==> src/rtl/memory_bus_bridge_if.sv <==
// Interface bundling the core-side request/response signals and the
// Wishbone classic master signals of memory_bus_bridge.
// The master modport is the bridge's view. The slave modport is the
// environment's view, covering both the core and the Wishbone target.
interface memory_bus_bridge_if #(
  parameter int DATA_WIDTH = 64,
  parameter int ADDR_WIDTH = 64
);
  localparam int BE_WIDTH = DATA_WIDTH / 8;

  // core side
  logic                  mem_rd_en;
  logic                  mem_wr_en;
  logic [BE_WIDTH-1:0]   mem_byte_en;
  logic [ADDR_WIDTH-1:0] mem_addr;
  logic [DATA_WIDTH-1:0] mem_wr_data;
  logic [DATA_WIDTH-1:0] mem_rd_data;
  logic                  mem_ack;
  logic                  mem_err;

  // Wishbone side
  logic                  wb_cyc_o;
  logic                  wb_stb_o;
  logic                  wb_we_o;
  logic [BE_WIDTH-1:0]   wb_sel_o;
  logic [ADDR_WIDTH-1:0] wb_adr_o;
  logic [DATA_WIDTH-1:0] wb_dat_o;
  logic [DATA_WIDTH-1:0] wb_dat_i;
  logic                  wb_ack_i;
  logic                  wb_err_i;

  modport master (
    input  mem_rd_en, mem_wr_en, mem_byte_en, mem_addr, mem_wr_data,
    input  wb_dat_i, wb_ack_i, wb_err_i,
    output mem_rd_data, mem_ack, mem_err,
    output wb_cyc_o, wb_stb_o, wb_we_o, wb_sel_o, wb_adr_o, wb_dat_o
  );

  modport slave (
    output mem_rd_en, mem_wr_en, mem_byte_en, mem_addr, mem_wr_data,
    output wb_dat_i, wb_ack_i, wb_err_i,
    input  mem_rd_data, mem_ack, mem_err,
    input  wb_cyc_o, wb_stb_o, wb_we_o, wb_sel_o, wb_adr_o, wb_dat_o
  );
endinterface

==> src/rtl/memory_bus_bridge.sv <==
// memory_bus_bridge: converts a held core read/write request into a single
// Wishbone classic bus cycle, then returns a one-cycle mem_ack to the core.
// The design uses a three-state FSM: IDLE -> BUS -> DONE -> IDLE.
// Every output comes from a register.
// Optional feature: define BUS_TIMEOUT_EN to abort a bus cycle after
// TIMEOUT_CYCLES cycles with no ack and no err. An aborted cycle reports
// mem_err=1.
module memory_bus_bridge #(
  parameter int DATA_WIDTH     = 64,
  parameter int ADDR_WIDTH     = 64,
  parameter int TIMEOUT_CYCLES = 255
) (
  input  logic                 clock,
  input  logic                 reset,
  memory_bus_bridge_if.master  bus
);
  localparam int BE_WIDTH = DATA_WIDTH / 8;

  // The timeout counter is 16 bits wide, so the limit must fit in it.
  if (TIMEOUT_CYCLES < 1 || TIMEOUT_CYCLES > 65535) begin : g_bad_timeout
    $error("memory_bus_bridge: TIMEOUT_CYCLES must be within 1..65535");
  end

  typedef enum logic [1:0] {
    ST_IDLE = 2'd0,
    ST_BUS  = 2'd1,
    ST_DONE = 2'd2
  } state_t;

  state_t                state_r;
  logic                  cyc_r;
  logic                  stb_r;
  logic                  we_r;
  logic [BE_WIDTH-1:0]   sel_r;
  logic [ADDR_WIDTH-1:0] adr_r;
  logic [DATA_WIDTH-1:0] dat_o_r;
  logic [DATA_WIDTH-1:0] rd_data_r;
  logic                  ack_r;
  logic                  err_r;

`ifdef BUS_TIMEOUT_EN
  localparam logic [15:0] TIMEOUT_LAST = 16'(TIMEOUT_CYCLES - 1);
  logic [15:0]           tmo_cnt_r;
`endif

  // FSM with registered outputs: latch the request, run one bus cycle,
  // then produce a single completion pulse.
  always_ff @(posedge clock) begin
    if (!reset) begin
      state_r   <= ST_IDLE;
      cyc_r     <= 1'b0;
      stb_r     <= 1'b0;
      we_r      <= 1'b0;
      sel_r     <= '0;
      adr_r     <= '0;
      dat_o_r   <= '0;
      rd_data_r <= '0;
      ack_r     <= 1'b0;
      err_r     <= 1'b0;
`ifdef BUS_TIMEOUT_EN
      tmo_cnt_r <= 16'd0;
`endif
    end else begin
      case (state_r)
        ST_IDLE: begin
          ack_r <= 1'b0;
          err_r <= 1'b0;
          if (bus.mem_rd_en || bus.mem_wr_en) begin
            // A simultaneous read and write request is handled as a write.
            we_r    <= bus.mem_wr_en;
            adr_r   <= bus.mem_addr;
            sel_r   <= bus.mem_byte_en;
            dat_o_r <= bus.mem_wr_data;
            cyc_r   <= 1'b1;
            stb_r   <= 1'b1;
            state_r <= ST_BUS;
`ifdef BUS_TIMEOUT_EN
            tmo_cnt_r <= 16'd0;
`endif
          end else begin
            state_r <= ST_IDLE;
          end
        end

        ST_BUS: begin
          if (bus.wb_err_i) begin
            // An error takes priority over an ack in the same cycle.
            cyc_r     <= 1'b0;
            stb_r     <= 1'b0;
            rd_data_r <= '0;
            ack_r     <= 1'b1;
            err_r     <= 1'b1;
            state_r   <= ST_DONE;
          end else if (bus.wb_ack_i) begin
            cyc_r <= 1'b0;
            stb_r <= 1'b0;
            if (!we_r) begin
              rd_data_r <= bus.wb_dat_i;
            end else begin
              rd_data_r <= rd_data_r;
            end
            ack_r   <= 1'b1;
            err_r   <= 1'b0;
            state_r <= ST_DONE;
          end else begin
`ifdef BUS_TIMEOUT_EN
            if (tmo_cnt_r == TIMEOUT_LAST) begin
              // The slave stayed silent for TIMEOUT_CYCLES bus cycles.
              cyc_r     <= 1'b0;
              stb_r     <= 1'b0;
              rd_data_r <= '0;
              ack_r     <= 1'b1;
              err_r     <= 1'b1;
              state_r   <= ST_DONE;
            end else begin
              tmo_cnt_r <= tmo_cnt_r + 16'd1;
              state_r   <= ST_BUS;
            end
`else
            state_r <= ST_BUS;
`endif
          end
        end

        ST_DONE: begin
          // Request inputs are ignored here. A request that is still held
          // is picked up in the following IDLE cycle.
          ack_r   <= 1'b0;
          err_r   <= 1'b0;
          state_r <= ST_IDLE;
        end

        default: begin
          cyc_r   <= 1'b0;
          stb_r   <= 1'b0;
          ack_r   <= 1'b0;
          err_r   <= 1'b0;
          state_r <= ST_IDLE;
        end
      endcase
    end
  end

  assign bus.wb_cyc_o    = cyc_r;
  assign bus.wb_stb_o    = stb_r;
  assign bus.wb_we_o     = we_r;
  assign bus.wb_sel_o    = sel_r;
  assign bus.wb_adr_o    = adr_r;
  assign bus.wb_dat_o    = dat_o_r;
  assign bus.mem_rd_data = rd_data_r;
  assign bus.mem_ack     = ack_r;
  assign bus.mem_err     = err_r;
endmodule

==> src/flat_wrapper.sv <==
// flat-port wrapper written by rule: the top's interface ports become plain ports
module memory_bus_bridge_flat 
#(
  parameter int DATA_WIDTH     = 64,
  parameter int ADDR_WIDTH     = 64,
  parameter int TIMEOUT_CYCLES = 255
)
  (clock, reset, bus_mem_rd_en, bus_mem_wr_en, bus_mem_byte_en, bus_mem_addr, bus_mem_wr_data, bus_wb_dat_i, bus_wb_ack_i, bus_wb_err_i, bus_mem_rd_data, bus_mem_ack, bus_mem_err, bus_wb_cyc_o, bus_wb_stb_o, bus_wb_we_o, bus_wb_sel_o, bus_wb_adr_o, bus_wb_dat_o);
  memory_bus_bridge_if #(.DATA_WIDTH(DATA_WIDTH), .ADDR_WIDTH(ADDR_WIDTH)) bus_i ();
  input  logic clock;
  input  logic reset;
  input wire logic [$bits(bus_i.mem_rd_en)-1:0] bus_mem_rd_en;
  input wire logic [$bits(bus_i.mem_wr_en)-1:0] bus_mem_wr_en;
  input wire logic [$bits(bus_i.mem_byte_en)-1:0] bus_mem_byte_en;
  input wire logic [$bits(bus_i.mem_addr)-1:0] bus_mem_addr;
  input wire logic [$bits(bus_i.mem_wr_data)-1:0] bus_mem_wr_data;
  input wire logic [$bits(bus_i.wb_dat_i)-1:0] bus_wb_dat_i;
  input wire logic [$bits(bus_i.wb_ack_i)-1:0] bus_wb_ack_i;
  input wire logic [$bits(bus_i.wb_err_i)-1:0] bus_wb_err_i;
  output wire logic [$bits(bus_i.mem_rd_data)-1:0] bus_mem_rd_data;
  output wire logic [$bits(bus_i.mem_ack)-1:0] bus_mem_ack;
  output wire logic [$bits(bus_i.mem_err)-1:0] bus_mem_err;
  output wire logic [$bits(bus_i.wb_cyc_o)-1:0] bus_wb_cyc_o;
  output wire logic [$bits(bus_i.wb_stb_o)-1:0] bus_wb_stb_o;
  output wire logic [$bits(bus_i.wb_we_o)-1:0] bus_wb_we_o;
  output wire logic [$bits(bus_i.wb_sel_o)-1:0] bus_wb_sel_o;
  output wire logic [$bits(bus_i.wb_adr_o)-1:0] bus_wb_adr_o;
  output wire logic [$bits(bus_i.wb_dat_o)-1:0] bus_wb_dat_o;
  assign bus_i.mem_rd_en = bus_mem_rd_en;
  assign bus_i.mem_wr_en = bus_mem_wr_en;
  assign bus_i.mem_byte_en = bus_mem_byte_en;
  assign bus_i.mem_addr = bus_mem_addr;
  assign bus_i.mem_wr_data = bus_mem_wr_data;
  assign bus_i.wb_dat_i = bus_wb_dat_i;
  assign bus_i.wb_ack_i = bus_wb_ack_i;
  assign bus_i.wb_err_i = bus_wb_err_i;
  assign bus_mem_rd_data = bus_i.mem_rd_data;
  assign bus_mem_ack = bus_i.mem_ack;
  assign bus_mem_err = bus_i.mem_err;
  assign bus_wb_cyc_o = bus_i.wb_cyc_o;
  assign bus_wb_stb_o = bus_i.wb_stb_o;
  assign bus_wb_we_o = bus_i.wb_we_o;
  assign bus_wb_sel_o = bus_i.wb_sel_o;
  assign bus_wb_adr_o = bus_i.wb_adr_o;
  assign bus_wb_dat_o = bus_i.wb_dat_o;
  memory_bus_bridge #(.DATA_WIDTH(DATA_WIDTH), .ADDR_WIDTH(ADDR_WIDTH), .TIMEOUT_CYCLES(TIMEOUT_CYCLES)) u_core (.clock(clock), .reset(reset), .bus(bus_i));
endmodule
==> config.mk <==
export PLATFORM = sky130hd
export DESIGN_NAME = memory_bus_bridge_flat
export DESIGN_NICKNAME = d
export VERILOG_FILES = /design/src/rtl/memory_bus_bridge_if.sv /design/src/rtl/memory_bus_bridge.sv /design/src/flat_wrapper.sv
export SDC_FILE = /design/constraint.sdc
export NUM_CORES = 1
export LEC_CHECK = 0
export ABC_AREA = 1
export CELL_PAD_IN_SITES_DETAIL_PLACEMENT = 0
export CELL_PAD_IN_SITES_GLOBAL_PLACEMENT = 1
export CORE_MARGIN = 3
export CORE_UTILIZATION = 24
export DETAILED_ROUTE_END_ITERATION = 7
export GPL_TIMING_DRIVEN = 1
export PLACE_DENSITY = 0.83
export SLEW_MARGIN = 5
export SYNTH_ARGS = -nofsm -noshare
export SYNTH_HDL_FRONTEND = slang
export SYNTH_SLANG_ARGS = --single-unit
==> constraint.sdc <==
create_clock -name clock -period 1.3 [get_ports clock]
set_input_delay 0.325 -clock clock [delete_from_list [all_inputs] [get_ports clock]]
set_output_delay 0.325 -clock clock [all_outputs]
set_load 0.1 [all_outputs]
==> results of run 1 <==
## layout make-up
| class | instances | area, um2 | area share, % |
|---|---|---|---|
| clock buffer | 32 | 693 | 4.20 |
| clock inverter | 13 | 121 | 0.736 |
| inverter | 133 | 502 | 3.04 |
| multi-input combinational | 754 | 3100 | 18.8 |
| sequential | 206 | 4420 | 26.8 |
| tap | 442 | 553 | 3.35 |
| timing repair buffer | 491 | 7110 | 43.1 |
## cells in the mapped netlist
library cell	n	area, um2
inv_1	130	488
dfxtp_1	206	4120
nand2_1	158	593
inv_4	1	6.26
a21oi_1	4	20.0
nand2_2	1	6.26
nor2_1	428	1610
buf_2	33	165
buf_4	7	52.6
o21ai_0	87	435
nand3_1	23	115
o21ai_1	51	255
inv_2	2	7.51
buf_1	7	26.3
buf_6	1	11.3
clkbuf_1	27	101
nor2_2	1	6.26
nand3_2	1	10.0
## sequential cells by signal, indices dropped and copies added (netlist names)
signal / flops
u_core.bus.mem_err: 1
u_core.bus.wb_stb_o: 1
u_core.state_r: 2
u_core.bus.wb_dat_o: 64
u_core.bus.mem_ack: 1
u_core.bus.wb_adr_o: 64
u_core.bus.mem_rd_data: 64
u_core.bus.wb_sel_o: 8
u_core.bus.wb_we_o: 1
## cell families (layout without fill, tap and decap cells)
logic type / after synthesis / after routing / share of synthesized area (%)
simple gates: 612 / 612 / 29.1
buf+inv: 208 / 669 / 10.7
flops: 206 / 206 / 51.4
compound gates: 142 / 142 / 8.85
## worst paths after layout
kind	start	end	depth (start not counted)
hold reg to reg	u_core.bus.wb_dat_o[39]	u_core.bus.wb_dat_o[39]	2
setup reg to reg	u_core.state_r[0]	u_core.bus.wb_adr_o[61]	8
setup / recovery	u_core.bus.wb_stb_o	bus_wb_stb_o	1
hold / removal	bus_mem_wr_en	u_core.bus.wb_we_o	3
## where the power goes
| group | internal [mW] | total, mW | switching [mW] |
|---|---|---|---|
| clock | 4.16 | 6.92 | 2.76 |
| combinational | 4.11 | 10.9 | 6.78 |
| sequential | 7.15 | 7.88 | 0.722 |
## repair_timing
item	4_1_cts	5_1_grt
setup buffers	10	18
setup endpoints to repair	291	347
pin swaps	0	3
cloned	2	5
hold buffers	0	0
gates resized for setup	229	20
## routing by layer
layer	vias to the layer above	global-route usage, %
met5	-	0
met4	0	3.58
met3	38	6.26
met2	321	27.8
met1	3916	18.7
li1	4391	-
## per-stage QoR
step / instance area, um2 / TNS (ns) / cells / setup slack, ns / total power, mW
after floorplan: 8040 / 0 / 1168 / 0.00522 / 13.8
after global placement: 15000 / -81.35 / 1992 / -0.513 / 18.3
after detailed placement: 15000 / -87.54 / 1992 / -0.545 / 18.4
after CTS: 16200 / -19.09 / 2048 / -0.147 / 25.7
after global routing: 16500 / -32.02 / 2071 / -0.155 / 26.7
final: 16500 / -14.17 / 2071 / -0.107 / 25.7
## placed cells by master, fill, tap and decap left out, types with 2 or more instances in the layout
cell type          n
clkbuf_16         30
clkdlybuf4s50_1  202
a21oi_1            4
o21ai_1           64
o21ai_0           69
clkbuf_1           4
dfxtp_4           15
nand3_1           23
buf_6              4
nand2_1          157
nor2_1           425
bufinv_16          2
dfxtp_2          191
nor2_2             3
buf_4             54
nand2_2            2
o21ai_2            4
buf_12           222
clkbuf_8           2
inv_2              2
buf_16             3
clkinv_2           9
inv_1            130
==> impl_metrics.yaml, run 1 <==
yosys:
  syn_nets: 1374
  netlist_area_mm2: 0.00803
  synth-seq-cells: 206
  synth_area_per_cell_um2: 6.88
  synth_warnings: 0
  netlist_instances: 1168
  synth-seq-area-share_pct: 51.4
  yosysUniqueCellTypes: 18
critical_path:
  path_class: "reg -> out"
  critPathTopFamily: "flip-flops"
  end_kind: "output port"
  path_max_fanout: 3
  crit_path_start_kind: "flip-flop"
  cp.arrival_ns: 1.08
  critPathRequiredTime_ns: 0.98
  cp_num_buf_inv: 1
  r2r_slack_ns: -0.06
  cp_cell_sequence: "buf_12"
  crit_slowest_cell: "dfxtp_4"
  cp_slowest_stage_delay_ns: 0.39
floorplan:
  start_util_pct: 24.5
  die_y_um: 189
  fp.dieW_um: 189
  rows: 66
  dieArea_mm2: 0.0357
  pin_count: 411
  fp.coreArea_mm2: 0.0328
power_and_ir_drop:
  power.leakage_nw: 7.46
  power_density_mw_per_mm2: 1560
  irDropWorstVdd_mv: 1.31
global_route:
  grt_pass1_vias: 8617
  track_usage_pct: 16.0
  grt_first_pass_wirelength_um: 46800
  overflow: 0
  antenna_found_initial: 0
  grt_start_max_net_pins: 84
route:
  met2_length_um: 15100
  route.detailed.drc: 0
  viasPerCell: 4.18
  met1Wirelength_um: 12500
  drtAntennaViolNets: 0
  wl_met3_um: 3010
  wire_per_inst_um: 15.0
  drtPass1Iterations: 4
  wirelength_um: 31100
  drtIter0Drc: 343
  highest_layer: "met4"
  num_vias: 8666
cts:
  clk_path_buf_depth: 3
  htree_levels: 1
  clock-sinks: 206
  clk_pin_slew_ns: 0.06
  cts_made_buffers: 25
  root_buffer: "clkbuf_16"
  clk_latency_ns: 0.52
  cts_tree: "yes"
outcome:
  outcome: "complete, but fails checks"
  violations: "negative setup slack"
cells_and_area:
  final_layout_size_suffix_gt1_share_pct: 33.8
  fillers: 2956
  final_util_pct: 50.3
  area_growth_pct: 105
  nNetsFinal: 1817
  diodes: 0
timing:
  fin_skew_ns: 0.0162
  period_share_pct: 108
  slew_violations: 0
  setup_viol: 247
  fin_ws_ns: -0.107
  rsz0062_at_grt: "yes"
  fin_hold_ws_ns: 0.285
  hold_viol: 0
  relSlewSlack_pct: 73.4
  period_minus_slack_ns: 1.41
  fmax_mhz: 711
  worst_pin_slew_ns: 0.400
placement:
  port_buffers: 410
  dp_hpwl_um: 21600
  place_congestion: 0.804
worst_hold_path:
  hold_class: "in -> reg"
job:
  cap_viol_max_count: 0
No activity file was read; power rests on OpenSTA's default activity.
==> inputs of run 2 (changes only) <==
- CORE_UTILIZATION: 24 -> 25
- CTS_BUF_LIST: not set -> sky130_fd_sc_hd__clkbuf_4
- GPL_TIMING_DRIVEN: 1 -> 0
- PLACE_DENSITY: 0.83 -> 0.86
==> run 2 against run 1 <==
The run still ends with negative setup slack left. Global-route usage increased by 3.0 points. Power increased by 4.4%. Die area decreased by 3.9%. Combinational power increased by 17%. Cell count increased by 4.0%. First-iteration DRC count increased by 15%. Critical endpoint unchanged. Largest power group unchanged. Highest routed layer unchanged.
==> impl_metrics.yaml, run 2 (synthesis gave the netlist of run 1 again) <==
route:
  drtAntennaViolNets: 0
  drtIter0Drc: 394
  wire_per_inst_um: 18.0
  route.detailed.drc: 0
  num_vias: 9608
  drtPass1Iterations: 4
  wirelength_um: 38700
  viasPerCell: 4.46
cts:
  root_buffer: "clkbuf_4"
  cts_tree: "yes"
  cts_made_buffers: 58
  clk_latency_ns: 0.67
  htree_levels: 2
  clk_pin_slew_ns: 0.07
  clock-sinks: 206
  clk_path_buf_depth: 3
timing:
  rsz0062_at_grt: "yes"
  period_minus_slack_ns: 1.64
  slew_violations: 0
  fin_skew_ns: 0.0529
  worst_pin_slew_ns: 0.783
  fin_hold_ws_ns: 0.0962
  relSlewSlack_pct: 47.8
  setup_viol: 392
  period_share_pct: 126
  fin_setup_tns_ns: -59.84
  fmax_mhz: 610
  hold_viol: 0
  fin_ws_ns: -0.340
floorplan:
  fp.dieW_um: 185
  dieArea_mm2: 0.0343
  die_y_um: 185
  rows: 64
  fp.coreArea_mm2: 0.0311
  pin_count: 411
  start_util_pct: 25.8
global_route:
  grt_pass1_vias: 9583
  grt_first_pass_wirelength_um: 51500
  grt_start_max_net_pins: 15
  antenna_found_initial: 3
  overflow: 0
  track_usage_pct: 19.0
power_and_ir_drop:
  irDropWorstVdd_mv: 0.952
  power_density_mw_per_mm2: 1430
  power.leakage_nw: 8.07
critical_path:
  path_class: "reg -> out"
  path_max_fanout: 3
  cp.arrival_ns: 1.32
  critPathRequiredTime_ns: 0.98
  r2r_slack_ns: -0.23
  crit_path_start_kind: "flip-flop"
  end_kind: "output port"
cells_and_area:
  nNetsFinal: 1918
  final_cell_mix: "284 x nor2_1, 227 x buf_12, 203 x clkdlybuf4s50_1, 169 x dfxtp_2, 140 x nand2_1"
  final_util_pct: 60.1
  final_common_cell: "nor2_1"
  area_growth_pct: 133
  final_layout_size_suffix_gt1_share_pct: 48.9
job:
  cap_viol_max_count: 0
placement:
  place_congestion: 0.823
  dp_hpwl_um: 23300
  port_buffers: 408
  post-place-ws_ns: -0.731
outcome:
  violations: "negative setup slack"
  outcome: "complete, but fails checks"
worst_hold_path:
  hold_class: "in -> reg"
run 2: layer usage:
metal	GRT usage, %	wire length [um]	vias to the layer above
met3	7.27	3280	86
met4	7.26	1440	0
li1	-	-	4639
met5	0	0	-
met1	19.7	13800	4466
met2	34.6	20200	417
run 2: critical path, stage by stage (launching register included):
cell and delay, ns:
dfxtp_4 0.38, buf_6 0.10, buf_12 0.16
run 2: what timing repair did:
item	CTS	global route
buffers inserted	17	30
setup endpoints to repair	396	400
resized for setup	2229	452
hold buffers	2	0
hold endpoints to repair	6	0
pin swaps	46	115
cloned	15	19
run 2: per-stage QoR:
step / power, mW / area (um2) / instances
after floorplan: 13.8 / 8040 / 1168
after global placement: 16.3 / 12600 / 1972
after detailed placement: 16.4 / 12600 / 1972
after CTS: 25.5 / 16800 / 2109
after global routing: 27.8 / 18700 / 2154
final: 26.8 / 18700 / 2154
run 2: final cells by class:
cell class              instances  area, um2
diodes                          3       7.51
plain buffers                  73        813
clock buffers                  88        661
clock inverters                15       83.8
fillers                      2381      12400
inverters                     133        502
multi-input cells             754       4300
flip-flops and latches        206       4470
well taps                     396        495
repair buffers                486       7400
run 2: worst paths after layout:
path,endpoint,startpoint,cells after the start
max,bus_wb_stb_o,u_core.bus.wb_stb_o,2
min,u_core.state_r[1],bus_wb_err_i,3
max reg2reg,u_core.bus.wb_adr_o[37],u_core.state_r[0],8
min reg2reg,u_core.bus.wb_dat_o[55],u_core.bus.wb_dat_o[55],2
run 2: where the power goes:
group	internal, mW	switching, mW
clock	3.26	2.93
combinational	5.07	7.61
sequential	7.14	0.795
total	15.5	11.3
